--- src/rtl/block2x2_mul_responder.sv ---
`default_nettype none
// ============================================================================
// Module  : block2x2_mul_responder
// Brief   : Captures two 2x2 signed fixed-point blocks, computes C = A x B with
//           one shared multiplier over 8 cycles, holds C until acknowledged.
//           Define BLK_MUL_SATURATE_EN for saturating results (default: wrap).
// Revision: 1.0
// ============================================================================
module block2x2_mul_responder #(
   parameter int DATA_WIDTH = 32,
   parameter int FRAC_BITS  = 0
) (
   input  logic                  clk,
   input  logic                  reset,
   input  logic                  in_stable,
   input  logic                  c_ack,
   input  logic [DATA_WIDTH-1:0] a11,
   input  logic [DATA_WIDTH-1:0] a12,
   input  logic [DATA_WIDTH-1:0] a21,
   input  logic [DATA_WIDTH-1:0] a22,
   input  logic [DATA_WIDTH-1:0] b11,
   input  logic [DATA_WIDTH-1:0] b12,
   input  logic [DATA_WIDTH-1:0] b21,
   input  logic [DATA_WIDTH-1:0] b22,
   output logic                  ab_ack,
   output logic                  out_stable,
   output logic                  ready,
   output logic [DATA_WIDTH-1:0] c11,
   output logic [DATA_WIDTH-1:0] c12,
   output logic [DATA_WIDTH-1:0] c21,
   output logic [DATA_WIDTH-1:0] c22
);

   localparam int c_PW = 2 * DATA_WIDTH;

   typedef enum logic [1:0] {
      S_IDLE    = 2'd0,
      S_COMPUTE = 2'd1,
      S_DONE    = 2'd2
   } state_t;

   state_t r_state;
   state_t w_state_next;

   logic                         r_in_stable_d;
   logic                         w_capture;
   logic [2:0]                   r_cnt;
   logic signed [DATA_WIDTH-1:0] r_a [0:3];
   logic signed [DATA_WIDTH-1:0] r_b [0:3];
   logic signed [DATA_WIDTH-1:0] r_c [0:3];
   logic signed [c_PW-1:0]       r_acc;
   logic signed [DATA_WIDTH-1:0] w_op_a;
   logic signed [DATA_WIDTH-1:0] w_op_b;
   logic signed [c_PW-1:0]       w_prod_full;
   logic signed [c_PW-1:0]       w_prod;
   logic signed [c_PW:0]         w_sum;
   logic signed [DATA_WIDTH-1:0] w_fit;

   assign w_capture = (r_state == S_IDLE) && in_stable && !r_in_stable_d;
   assign ready     = (r_state == S_IDLE);

   // cnt = {row, col, k}: A[row][k] * B[k][col], operand regs indexed {r,c}
   assign w_op_a = r_a[{r_cnt[2], r_cnt[0]}];
   assign w_op_b = r_b[{r_cnt[0], r_cnt[1]}];

   assign w_prod_full = $signed({{DATA_WIDTH{w_op_a[DATA_WIDTH-1]}}, w_op_a})
                      * $signed({{DATA_WIDTH{w_op_b[DATA_WIDTH-1]}}, w_op_b});
   assign w_prod      = w_prod_full >>> FRAC_BITS;
   assign w_sum       = $signed({r_acc[c_PW-1], r_acc}) + $signed({w_prod[c_PW-1], w_prod});

`ifdef BLK_MUL_SATURATE_EN
   logic w_in_range;
   assign w_in_range = (&w_sum[c_PW:DATA_WIDTH-1]) | ~(|w_sum[c_PW:DATA_WIDTH-1]);
   assign w_fit = w_in_range ? w_sum[DATA_WIDTH-1:0]
                : (w_sum[c_PW] ? {1'b1, {(DATA_WIDTH-1){1'b0}}}
                               : {1'b0, {(DATA_WIDTH-1){1'b1}}});
`else
   logic w_unused_sum_hi;
   assign w_fit           = w_sum[DATA_WIDTH-1:0];
   assign w_unused_sum_hi = ^w_sum[c_PW:DATA_WIDTH];
`endif

   always_comb begin
      w_state_next = r_state;
      case (r_state)
         S_IDLE:    if (w_capture)       w_state_next = S_COMPUTE;
         S_COMPUTE: if (r_cnt == 3'd7)   w_state_next = S_DONE;
         S_DONE:    if (c_ack)           w_state_next = S_IDLE;
         default:                        w_state_next = S_IDLE;
      endcase
   end

   always_ff @(posedge clk or negedge reset) begin
      if (!reset) begin
         r_state <= S_IDLE;
      end else begin
         r_state <= w_state_next;
      end
   end

   always_ff @(posedge clk or negedge reset) begin
      if (!reset) begin
         r_in_stable_d <= 1'b0;
         ab_ack        <= 1'b0;
         out_stable    <= 1'b0;
         r_cnt         <= 3'd0;
         r_acc         <= '0;
         for (int i = 0; i < 4; i++) begin
            r_a[i] <= '0;
            r_b[i] <= '0;
            r_c[i] <= '0;
         end
      end else begin
         r_in_stable_d <= in_stable;
         ab_ack        <= w_capture;
         if (w_capture) begin
            r_a[0] <= a11;
            r_a[1] <= a12;
            r_a[2] <= a21;
            r_a[3] <= a22;
            r_b[0] <= b11;
            r_b[1] <= b12;
            r_b[2] <= b21;
            r_b[3] <= b22;
            r_cnt  <= 3'd0;
         end
         if (r_state == S_COMPUTE) begin
            r_cnt <= r_cnt + 3'd1;
            if (!r_cnt[0]) begin
               r_acc <= w_prod;
            end else begin
               r_c[r_cnt[2:1]] <= w_fit;
            end
            if (r_cnt == 3'd7) begin
               out_stable <= 1'b1;
            end
         end
         if ((r_state == S_DONE) && c_ack) begin
            out_stable <= 1'b0;
         end
      end
   end

   assign c11 = r_c[0];
   assign c12 = r_c[1];
   assign c21 = r_c[2];
   assign c22 = r_c[3];

endmodule
`default_nettype wire

--- config.mk ---
export PLATFORM = sky130hd
export DESIGN_NAME = block2x2_mul_responder
export DESIGN_NICKNAME = d
export VERILOG_FILES = /design/src/rtl/block2x2_mul_responder.sv
export SDC_FILE = /design/constraint.sdc
export NUM_CORES = 2
export LEC_CHECK = 0
export CAP_MARGIN = 25
export CORE_AREA = 4 4 252 254
export DETAILED_ROUTE_END_ITERATION = 8
export DIE_AREA = 0 0 256 258
export PLACE_DENSITY = 0.8
export SYNTH_ARGS = -nofsm -noshare
export SYNTH_HDL_FRONTEND = slang
export SYNTH_SLANG_ARGS = --single-unit
--- constraint.sdc ---
create_clock -name clk -period 11.86 [get_ports clk]
set_input_delay 1.779 -clock clk [delete_from_list [all_inputs] [get_ports clk]]
set_output_delay 1.779 -clock clk [all_outputs]
set_load 0.03 [all_outputs]
==> results by group <==
Worst setup path
  – Crit path launch type: register
  – Element type at the critical path end: register
  – Stage delay of the slowest cell on the critical path: 0.72 ns
  – Cell with the biggest individual delay on the critical path: dfrtp_4
  – Crit path DAT: 11.26 ns
  – Largest fanout on the critical path: 38
  – Crit Path Category: reg2reg
  – Cell seen most often among critical-path stages: fa_1
  – Data required time of the critical path: 12.33 ns

Clock network
  – CTS clk-pin slew, worst paths: 0.06 ns
  – Number of levels in the clock H-tree: 2
  – Number of clock sinks seen by CTS: 424
  – Clock tree from TritonCTS: done
  – Setup repair bufs after CTS: 0
  – Maximum root-to-sink buffer count: 3
  – CTS-repair resized insts: 0
  – Total CTS buffers: 45
  – Worst-skew pair later-pin latency: 0.62 ns
  – Clock root buffer master: clkbuf_16
  – Hold bufs inserted after CTS: 0

Final layout
  – Finished Core Util: 68.73%
  – Fraction of layout cells with a size suffix above 1: 14.69%
  – Most common library cell in the layout ignoring fill and taps: nand2_1
  – Post-layout nets: 4,600
  – Top library cells by usage in the layout, fill and taps aside: nand2_1, inv_1, dfrtp_1, fa_1, clkdlybuf4s50_1
  – Post-synthesis to final-layout area growth: 17.55%
  – Number of filler instances in the final layout: 4,485

Yosys
  – Total standard cell area after synthesis: 0.03581 mm^2
  – Share of synthesized flip-flops with an asynchronous set or reset: 100.0%
  – Post-Syn Area per Cell: 10.55 um^2
  – Synthesized netlist cell count: 3,394
  – Number of distinct library cell variants in the gate-level netlist after synthesis: 61
  – Synthesized Nets: 4,247
  – Synthesis warning total: 0
  – Flip-flop and latch count after synthesis: 424
  – Register area share after synthesis: 29.63%
  – Top FF cell, synth: dfrtp_1
  – Count of flip-flops with a built-in enable after synthesis: 0

Timing
  – Unrepaired setup endpoints after global routing: no
  – Minimum clock period after layout: 10.79 ns
  – Final setup skew: 0.04698 ns
  – Final sum of negative setup slack: 0 ns
  – Final count of hold timing violations: 0
  – Rel. slew slack: 31.52%
  – Slew at the pin closest to its max-slew limit: 1.025 ns
  – Final setup violating endpoints: 0
  – Fin. max-slew vios: 0
  – Highest clock rate: 92.64 MHz
  – Crit share post-route: 91.01%

Global route
  – Via count of the first global-routing pass: 27,689
  – Overflow after GRT: 0
  – Pin count of the biggest net entering global routing: 162
  – Global-route wire length before repair: 157.8 mm
  – Initial antenna violation count: 3
  – GRT Total Usage: 30.60%

Die
  – Core Region: 0.06126 mm^2
  – Total number of placement rows: 91
  – Initial core utilization: 58.47%
  – Die width: 256 um
  – Total I/O pin count: 391
  – Chip Height: 258 um
  – Die Footprint: 0.06605 mm^2

Placed design
  – Port buffer count: 390
  – Post-detail-place hpwl: 77.49 mm
  – Routability cong.: 0.9875

Routing
  – Detail Route Antenna Nets: 0
  – Average routed wire per standard cell: 22.06 um
  – Iteration-0 DRC count of the detailed router: 2,135
  – Post-route DRC: 0
  – Post-detailed-routing wire length: 100.8 mm
  – Drt pass-1 iters: 6
  – Vias: 26,496
  – Ratio of routed vias to standard cells: 5.798

Worst hold path
  – Class of the most critical hold timing path: reg2reg

Status
  – Result of the run: finished clean

Flow run
  – Max-cap check violation count: 0
metrics by stage:
| step | area (um^2) | hold slack, ns | worst slack [ns] | cells |
|---|---|---|---|---|
| after detailed placement | 40590 | 0.4616 | 1.285 | 4488 |
| final | 42100 | 0.4717 | 1.066 | 4570 |
| after floorplan | 35810 | 0.4551 | 1.899 | 3394 |
| after global routing | 42100 | 0.4968 | 0.5241 | 4570 |
| after global placement | 40540 | 0.4578 | 1.486 | 4485 |
| after CTS | 42050 | 0.4770 | 1.258 | 4567 |
synth_stat cells (all sizes together), types with 2 or more instances:
master   count  area, um^2
dfrtp      424       10610
a211oi      12       90.09
nor4bb       2       20.02
a21o        22       165.2
a31oi        3       18.77
a2111oi      2       17.52
or2          2       12.51
mux2       356        4009
nor3b        4       30.03
mux4        64        1501
nand4        4       25.02
inv        468        1757
a21oi       54       270.3
a21boi       3       22.52
fa         409        8188
o31ai        8       60.06
o211ai       5       37.54
xor2        27       251.5
nor4b        2       17.52
xnor3        2       45.04
o21bai      10       75.07
ha         184        2302
o21ai       90       450.4
nand2b      12       75.07
nand2      521        1963
nor4         2       12.51
clkbuf     118       444.2
xnor2       77       681.9
o21a        12       90.09
buf         28       235.2
and3         3       18.77
nand3        8       40.04
nor3        15       75.07
or3          8       50.05
nor2       296        1111
and2        78       488.0
nor2b        6       37.54
mux2i       41       410.4
layout make-up:
cell class / instances / area (um^2) / area share (%)
Antenna cell: 1 / 2.502 / 0.005944
Inverter: 468 / 1757 / 4.173
Timing Repair Buffer: 452 / 4476 / 10.63
Tap cell: 790 / 988.4 / 2.348
Clock inverter: 19 / 235.2 / 0.5587
Multi-Input combinational cell: 2356 / 22800 / 54.15
Clock buffer: 60 / 1222 / 2.904
Sequential cell: 424 / 10620 / 25.23
metal layers:
layer	vias to the layer above	wire length (um)	global-route usage [%]
li1	11529	-	-
met1	13428	36970	38.34
met2	1233	49380	51.25
met3	302	8751	6.590
met4	4	5711	14.44
met5	-	22	0
kinds of logic after synthesis:
| kind of cell | share of synthesized area [%] |
|---|---|
| muxes | 16.53 |
| xor gates and xnor gates | 2.732 |
| buffers and inverters | 6.802 |
| DFF | 29.63 |
| and+or+nand+nor | 11.12 |
| adders and majority gates | 29.29 |
| AOI/OAI and AO/OA | 3.895 |
worst max-delay path, delay by kind of cell (launching register included):
kind / cells / cell delay [ns]
adder cells (fa/ha/maj): 10 / 4.14
buffers and inverters: 6 / 1.05
AO/OA/AOI/OAI: 14 / 3.52
flip-flops: 1 / 0.72
multiplexers: 2 / 0.55
AND/OR/NAND/NOR: 3 / 0.29
XOR/XNOR: 2 / 0.40
sequential cells by signal, summed over array words and instances (netlist names):
register	count
r_state	2
ab_ack	1
r_cnt	3
c22	32
c12	32
r_a	128
c11	32
r_in_stable_d	1
r_acc	32
c21	32
r_b	128
out_stable	1
worst paths after layout:
kind | start | to | slack [ns] | cells after the start
worst max-delay path | r_cnt[0] | c11[31] | 1.07 | 37
worst min-delay path | c11[14] | c11[14] | 0.47 | 2
worst max register to register | r_cnt[0] | c11[31] | 1.07 | 37
worst min register to register | c11[14] | c11[14] | 0.47 | 2
max in group asynchronous | reset | r_b[113] | 9.00 | 2
min in group asynchronous | reset | c11[11] | 1.24 | 1
Power is left out: the tool's default activity adds up to more than one toggle a clock period on the data nets, which glitch-free logic cannot reach.
